### config.mk
export PLATFORM = sky130hd
export DESIGN_NAME = sp_issue_ctrl
export DESIGN_NICKNAME = d
export VERILOG_FILES = /design/src/rtl/sp_issue_ctrl.sv
export SDC_FILE = /design/constraint.sdc
export NUM_CORES = 1
export LEC_CHECK = 0
export BUFFER_PORTS_ARGS = -buffer_cell sky130_fd_sc_hd__buf_2
export CAP_MARGIN = 30
export CORE_UTILIZATION = 34
export DETAILED_ROUTE_END_ITERATION = 6
export GPL_ROUTABILITY_DRIVEN = 0
export SYNTH_ARGS = -nofsm -noshare
export SYNTH_HDL_FRONTEND = slang
export SYNTH_SLANG_ARGS = --single-unit
### constraint.sdc
create_clock -name clk -period 2.6 [get_ports clk]
set_clock_uncertainty 0.1 [all_clocks]
set_input_delay 0.39 -clock clk [delete_from_list [all_inputs] [get_ports clk]]
set_output_delay 0.39 -clock clk [all_outputs]
set_load 0.01 [all_outputs]
### src/rtl/sp_issue_ctrl.sv
// sp_issue_ctrl: instruction-issue sequencer for the single-cycle core (SP).
// Reads each instruction from a synchronous ROM at the core's current PC,
// hands it over with a one-cycle in_valid pulse, waits for out_valid under a
// latency limit, counts retirements and stops after num_inst of them.
module sp_issue_ctrl #(
  parameter int ROM_AW  = 10,  // ROM word-address width
  parameter int MAX_LAT = 10,  // WAIT cycles without out_valid before timeout
  parameter int CNT_W   = 16   // instruction counter width
) (
  input  logic              clk,
  input  logic              rst_n,
  input  logic              start,
  input  logic              abort,
  input  logic [CNT_W-1:0]  num_inst,
  output logic              rom_en,
  output logic [ROM_AW-1:0] rom_addr,
  input  logic [31:0]       rom_rdata,
  output logic              sp_in_valid,
  output logic [31:0]       sp_inst,
  input  logic              sp_out_valid,
  input  logic [31:0]       sp_inst_addr,
  output logic              busy,
  output logic              done,
  output logic              err,
  output logic [1:0]        err_code,
  output logic [CNT_W-1:0]  inst_count
);

  typedef enum logic [2:0] {
    S_IDLE,
    S_FETCH,
    S_LOAD,
    S_ISSUE,
    S_WAIT,
    S_DONE,
    S_ERR
  } state_t;

  localparam logic [1:0] ERR_NONE       = 2'd0;
  localparam logic [1:0] ERR_TIMEOUT    = 2'd1;
  localparam logic [1:0] ERR_RANGE      = 2'd2;
  localparam logic [1:0] ERR_MISALIGNED = 2'd3;

  // The latency counter only ever holds 0 .. MAX_LAT-1.
  localparam int LAT_W = (MAX_LAT > 1) ? $clog2(MAX_LAT) : 1;

  state_t            state;
  logic [31:0]       inst_q;     // instruction register, loaded in LOAD
  logic [LAT_W-1:0]  lat;        // WAIT cycles spent on the current instruction
  logic [CNT_W-1:0]  num_q;      // retirement target latched at start

  logic              pc_misaligned;
  logic              pc_out_of_range;
  logic              fetch_ok;
  logic              start_ok;
  logic              complete;
  logic [CNT_W-1:0]  count_inc;

  // PC checks: byte PC must be word aligned and inside the ROM word range.
  assign pc_misaligned   = |sp_inst_addr[1:0];
  assign pc_out_of_range = |sp_inst_addr[31:ROM_AW+2];

  // The ROM is synchronous, so the read must be issued during FETCH for the
  // data to be ready in LOAD; enable and address are therefore decoded from
  // the state and the core's PC rather than registered.
  // NOTE: outputs built with continuous assigns and a full ternary cannot
  // infer latches; every decoded value has a defined result in every state.
  assign fetch_ok    = (state == S_FETCH) && !pc_misaligned && !pc_out_of_range;
  assign rom_en      = fetch_ok;
  assign rom_addr    = fetch_ok ? sp_inst_addr[ROM_AW+1:2] : '0;

  assign sp_in_valid = (state == S_ISSUE);
  assign sp_inst     = sp_in_valid ? inst_q : 32'h0;
  assign busy        = (state == S_FETCH) || (state == S_LOAD) ||
                       (state == S_ISSUE) || (state == S_WAIT);
  assign done        = (state == S_DONE);

  // A run may begin from IDLE or from ERR; out_valid counts only while an
  // instruction is outstanding.
  assign start_ok  = start && ((state == S_IDLE) || (state == S_ERR));
  assign complete  = sp_out_valid && ((state == S_ISSUE) || (state == S_WAIT));
  assign count_inc = inst_count + 1'b1;

  // Sequencer: abort beats start, start beats completion, completion beats
  // the per-state progression.
  // NOTE: all state here uses non-blocking assignments so every register
  // samples the pre-edge values, independent of statement order.
  always_ff @(posedge clk or negedge rst_n) begin
    if (!rst_n) begin
      state      <= S_IDLE;
      inst_q     <= '0;
      lat        <= '0;
      num_q      <= '0;
      inst_count <= '0;
      err        <= 1'b0;
      err_code   <= ERR_NONE;
    end else if (abort) begin
      state <= S_IDLE;
    end else if (start_ok) begin
      num_q      <= num_inst;
      inst_count <= '0;
      err        <= 1'b0;
      err_code   <= ERR_NONE;
      state      <= (num_inst == '0) ? S_DONE : S_FETCH;
    end else if (complete) begin
      inst_count <= count_inc;
      state      <= (count_inc == num_q) ? S_DONE : S_FETCH;
    end else begin
      case (state)
        S_FETCH: begin
          if (pc_misaligned) begin
            err      <= 1'b1;
            err_code <= ERR_MISALIGNED;
            state    <= S_ERR;
          end else if (pc_out_of_range) begin
            err      <= 1'b1;
            err_code <= ERR_RANGE;
            state    <= S_ERR;
          end else begin
            state <= S_LOAD;
          end
        end
        S_LOAD: begin
          inst_q <= rom_rdata;
          state  <= S_ISSUE;
        end
        S_ISSUE: begin
          lat   <= '0;
          state <= S_WAIT;
        end
        S_WAIT: begin
          if (lat == LAT_W'(MAX_LAT - 1)) begin
            err      <= 1'b1;
            err_code <= ERR_TIMEOUT;
            state    <= S_ERR;
          end else begin
            lat <= lat + 1'b1;
          end
        end
        S_DONE:  state <= S_IDLE;
        default: state <= state;  // IDLE and ERR hold until start
      endcase
    end
  end

endmodule

==> results of run 1 <==
==> cell usage in the layout, fill, tap and decap left out, types with 6 or more instances in the layout <==
cell / synthesis / routed
nor2_1: 28 / 28
dfrtp_1: 74 / 74
nand3_1: 8 / 8
mux2_2: 45 / 45
xnor2_1: 16 / 16
buf_4: 4 / 14
a21oi_1: 13 / 13
clkbuf_16: 0 / 9
nand4_1: 8 / 8
nor4_1: 10 / 10
inv_1: 6 / 6
nand2_1: 20 / 20
buf_2: 7 / 149
xor2_1: 8 / 8
and2_1: 46 / 46
o21ai_0: 23 / 23
==> through the flow <==
step / cells / total power, uW
final: 737 / 4870
after global routing: 737 / 5234
after CTS: 737 / 4935
after detailed placement: 721 / 3543
after global placement: 721 / 3459
after floorplan: 409 / 3022
==> power groups by stage <==
stage          sequential, uW  combinational [uW]  clock [uW]
3_5_place_dp             1960                1590           0
3_3_place_gp             1930                1530           0
6_report                 1940                1570        1370
5_1_grt                  2010                1770        1450
2_1_floorplan            1840                1180           0
4_1_cts                  1940                1590        1400
==> how the worst max path moves through the flow <==
| stage | from | endpoint | slack, ns | depth (start not counted) |
|---|---|---|---|---|
| final | state[0] | sp_inst[19] | 0.12 | 4 |
| after global routing | state[0] | sp_inst[5] | 0.01 | 4 |
| after CTS | sp_inst_addr[25] | rom_addr[4] | 0.08 | 8 |
| after detailed placement | sp_inst_addr[25] | rom_addr[4] | 0.10 | 8 |
| after global placement | abort | state[2] | 0.13 | 7 |
| after floorplan | sp_inst_addr[12] | rom_addr[0] | 0.27 | 6 |
==> timing repair <==
action	CTS	global route
endpoints found under the hold margin	0	0
setup endpoints to repair	0	10
resized for setup	0	1
==> state kept, by name, summed over array words and instances, names as in the netlist <==
name,count
inst_count,16
num_q,16
lat,4
err,1
inst_q,32
state,3
err_code,2
==> area by class of cell <==
cell class	count	area [um2]
Timing Repair Buffer	166	910.9
Fill cell	1168	6482
Tap cell	168	210.2
Sequential cell	74	1852
Inverter	6	22.52
Clock inverter	6	90.09
Clock buffer	10	239.0
Multi-Input combinational cell	307	2255
==> kinds of logic after synthesis <==
logic type | share of synthesized area, %
adder cells (fa/ha/maj) | 0.8858
buffers and inverters | 3.454
XOR/XNOR | 4.960
multiplexers | 13.99
AND/OR/NAND/NOR | 22.67
AO/OA/AOI/OAI | 10.33
flip-flops | 43.70
==> routing by layer <==
| layer | global-route usage (%) | share of wire [%] | vias up |
|---|---|---|---|
| li1 | - | - | 1780 |
| met1 | 22.58 | 44 | 1735 |
| met2 | 29.96 | 48 | 112 |
| met3 | 5.526 | 6.7 | 13 |
| met4 | 7.193 | 1.4 | 0 |
| met5 | 0 | 0 | - |
==> results.yml, run 1 <==
floorplan:
  coreArea_um2: 12060
  start_util_pct: 35.13
  placementRows: 40
  io_pins: 150
  die_x_um: 113.6
  fp.dieH_um: 113.6
  dieArea_um2: 12920
cells_and_area:
  syn_to_final_growth_pct: 31.65
  layout.nets: 652
  n_antenna_cell: 0
  final_area_um2: 5579
  drive_gt1_share_pct: 43.41
  final_util_pct: 46.26
status:
  violations: "hold timing"
  status: "finished, violations left"
placement:
  place_area_um2: 5244
  hpwl_um: 8074
  dp_slack_ns: 0.1004
  port_buffers: 149
synthesis:
  synthFlopType: "dfrtp_1"
  async_flop_share_pct: 100.0
  ys_top_cells_by_area: "dfrtp_1, mux2_2, and2_1, xnor2_1, o21ai_0"
  synth_fp_nets: 497
  synth_edf_count: 0
  yosysUniqueCellTypes: 65
  yosysMostFrequentCell: "dfrtp_1"
  netlist_area_um2: 4238
  ys_seq_area_share_pct: 43.70
  yosysTopAreaCellShare_pct: 43.70
  yosysTopAreaCell: "dfrtp_1"
  ys_seq_elements: 74
  syn_area_per_cell_um2: 10.36
  synth_common_cells: "dfrtp_1, and2_1, mux2_2"
  yosysWarnings: 0
  synth_cells: 409
power_and_ir_drop:
  p_comb_share_pct: 32.1
  power.internal_uw: 3317
  power.density_nw_per_um2: 873.0
  switchingPower_uw: 1553
  pwr-share-seq_pct: 39.8
  clock_power_share_pct: 28.0
  switching_share_pct: 31.89
  p_leak_uw: 0.002635
  ir_worst_vdd_v: 0.0003915
clocking:
  cts_num_sinks: 74
  cts_tree: "yes"
  clk_latency_ns: 0.33
  cts_hold_buffers: 0
  cts_buffers: 9
  cts_max_path_buffers: 2
  clkTransAtPathRegs_ns: 0.06
  post-cts-setup-buffers: 0
  root_buffer: "clkbuf_16"
  htreeDepth: 3
grt:
  overflow: 0
  grt_pass1_vias: 3766
  grt_usage_pct: 18.29
  grt_max_degree: 75
  antenna_found_initial: 0
  grt_pass1_wl_um: 18440
timing:
  slew_viol_final: 0
  slew_headroom_pct: 58.41
  worst_hold_slack_ns: -0.01417
  setup_ws_ns: 0.1191
  max_freq_mhz: 403.1
  rsz0062_at_grt: "false"
  fin_crit_sh_pct: 95.42
  worstMarginPinSlew_ns: 0.6226
  hold_viol_final: 34
  setup_viol: 0
  fin_setup_tns_ns: 0
  finalCriticalPeriod_ns: 2.481
critical_path:
  rrSetupSlack_ns: 0.25
  crit_path_end_kind: "primary output"
  cp_top_family: "flip-flops"
  crit_type: "flop to primary output"
  slowest_stage: "dfrtp_1"
  start_kind: "flop"
  path_buf_inv: 2
  critPathArrivalTime_ns: 1.99
  crit_required_ns: 2.11
  r2r_end: "state[2]"
  worst_r2r_path_depth: 6
  critical-path-max-stage-delay_ns: 0.64
  path_cells: "and3b_1 -> buf_4 -> and2_1 -> buf_2"
  r2r-start: "state[0]"
  worstPathMaxFanout: 34
hold_path:
  hold_path_class: "input port to async pin"
route:
  antenna_left: 0
  avgViaCountPerCell: 4.939
  drt_iter0_markers: 119
  avgRoutedWirePerCell_um: 14.82
  totalWireLength_um: 10920
  drc: 0
  first_pass_iters: 4
  vias: 3640
flow_run:
  cap_violations: 0
Note: power is estimated with default switching activity, not from simulation.
==> run 2, diff against run 1 <==
--- a/config.mk
+++ b/config.mk
@@ -7,6 +7,7 @@
 export LEC_CHECK = 0
 export BUFFER_PORTS_ARGS = -buffer_cell sky130_fd_sc_hd__buf_2
 export CAP_MARGIN = 30
+export CORE_ASPECT_RATIO = 1.75
 export CORE_UTILIZATION = 34
 export DETAILED_ROUTE_END_ITERATION = 6
 export GPL_ROUTABILITY_DRIVEN = 0
==> run 2 against run 1 <==
Utilization increased by 0.40 points; via count up 1.3%; sequential power barely moved; register-to-register slack got worse by 0.04 ns; global-route usage up 0.24 points; count of clock-buffer cells in the layout down 1; largest cell class unchanged; the flow still finishes with violations (hold timing); final area increased by 0.92%.
==> results.yml, run 2 (synthesized netlist as in run 1, its figures left out) <==
route:
  avgRoutedWirePerCell_um: 15.42
  drt_iter0_markers: 132
  first_pass_iters: 4
  vias: 3688
  avgViaCountPerCell: 4.984
  totalWireLength_um: 11410
  drc: 0
  antenna_left: 0
clocking:
  cts_buffers: 9
  post-cts-setup-buffers: 0
  cts_hold_buffers: 0
  postCtsResizedCells: 0
  htreeDepth: 3
  cts_num_sinks: 74
  cts_tree: "yes"
  root_buffer: "clkbuf_16"
  clkTransAtPathRegs_ns: 0.05
  cts_max_path_buffers: 2
  clk_latency_ns: 0.33
timing:
  finalCriticalPeriod_ns: 2.434
  slew_viol_final: 0
  worstMarginPinSlew_ns: 0.6064
  slew_headroom_pct: 59.58
  setup_ws_ns: 0.1655
  worst_hold_slack_ns: -0.01947
  rsz0062_at_grt: "false"
  fin_crit_sh_pct: 93.63
  max_freq_mhz: 410.8
  fin_setup_tns_ns: 0
  setup_viol: 0
  hold_viol_final: 18
hold_path:
  hold_path_class: "input port to async pin"
floorplan:
  die_x_um: 86.40
  fp.dieH_um: 149.7
  dieArea_um2: 12930
  start_util_pct: 35.11
  coreArea_um2: 12070
  io_pins: 150
  placementRows: 53
placement:
  hpwl_um: 8799
  dp_slack_ns: 0.1494
  dp.cells: 725
  port_buffers: 149
grt:
  grt_max_degree: 75
  grt_usage_pct: 18.53
  antenna_found_initial: 0
  grt_pass1_wl_um: 18600
  overflow: 0
  grt_pass1_vias: 3926
power_and_ir_drop:
  p_leak_uw: 0.002673
  power.density_nw_per_um2: 897.6
  ir_worst_vdd_v: 0.0005102
critical_path:
  worstPathMaxFanout: 12
  r2r_end: "state[2]"
  r2r-start: "inst_count[4]"
  critPathArrivalTime_ns: 1.94
  crit_type: "input port to primary output"
  crit_required_ns: 2.11
  worst_r2r_path_depth: 6
  rrSetupSlack_ns: 0.21
  start_kind: "input port"
  crit_path_end_kind: "primary output"
cells_and_area:
  top_register: "inst_q"
  largest_reg_flops: 32
  drive_gt1_share_pct: 43.83
  n_antenna_cell: 0
  layout.nets: 659
  biggestRegsByFlops: "inst_q x32, inst_count x16, num_q x16"
  syn_to_final_growth_pct: 32.86
  final_cell_mix: "buf_2, dfrtp_1, and2_1, mux2_2, nor2_1"
  finalNonFillerCells: 740
  layout_commonest_cell: "buf_2"
status:
  violations: "hold timing"
  status: "finished, violations left"
flow_run:
  cap_violations: 0
## run 2: cell types whose count changed in the layout (fill, tap and decap cells not counted), moves of 2 or more
cell / delta
clkinv_4: -2
bufinv_16: +2
buf_12: -2
buf_4: +9
inv_6: +2
## run 2: worst max-delay path: stages
cell and delay, ns:
buf_2 0.10, nor4_1 0.31, nand4_1 0.15, or2_1 0.26
nor4b_1 0.26, buf_4 0.22, and2_1 0.13, buf_2 0.12
## run 2: area by class of cell
class                      count  area [um2]
fill                        1200        6439
multi-input combinational    307        2248
sequential                    74        1852
timing repair buffer         173       938.4
clock buffer                   9       225.2
tap                          165       206.4
clock inverter                 6       137.6
inverter                       6       22.52
## run 2: how the worst max path moves through the flow
| stage | startpoint | cells after the start | slack (ns) | endpoint |
|---|---|---|---|---|
| floorplan | sp_inst_addr[12] | 6 | 0.27 | rom_addr[0] |
| global placement | abort | 8 | 0.19 | state[2] |
| detailed placement | sp_inst_addr[25] | 8 | 0.15 | rom_addr[7] |
| CTS | sp_inst_addr[25] | 8 | 0.15 | rom_addr[9] |
| global route | sp_inst_addr[25] | 8 | 0.03 | rom_addr[7] |
| finish | sp_inst_addr[25] | 8 | 0.17 | rom_addr[9] |
## run 2: through the flow
step | power, uW | utilization [%] | cell area [um2]
2_1_floorplan | 3022 | - | 4238
3_3_place_gp | 3495 | 43.65 | 5268
3_5_place_dp | 3569 | 43.65 | 5268
4_1_cts | 5113 | 46.65 | 5630
5_1_grt | 5367 | 46.65 | 5630
6_report | 5054 | 46.65 | 5630
## run 2: per-layer routing
metal  up-vias  track usage [%]  routed length [um]
li1       1779                -                   -
met3        18            5.185                 691
met5         -                0                   0
met4         0            7.667                 219
met1      1783            19.25                4231
met2       108            34.29                6266
## run 2: where the power goes
| group | switching, uW | internal (uW) | total (uW) |
|---|---|---|---|
| Clock | 488 | 1040 | 1520 |
| Sequential | 314 | 1600 | 1920 |
| Combinational | 744 | 868 | 1610 |
| Total | 1550 | 3510 | 5050 |
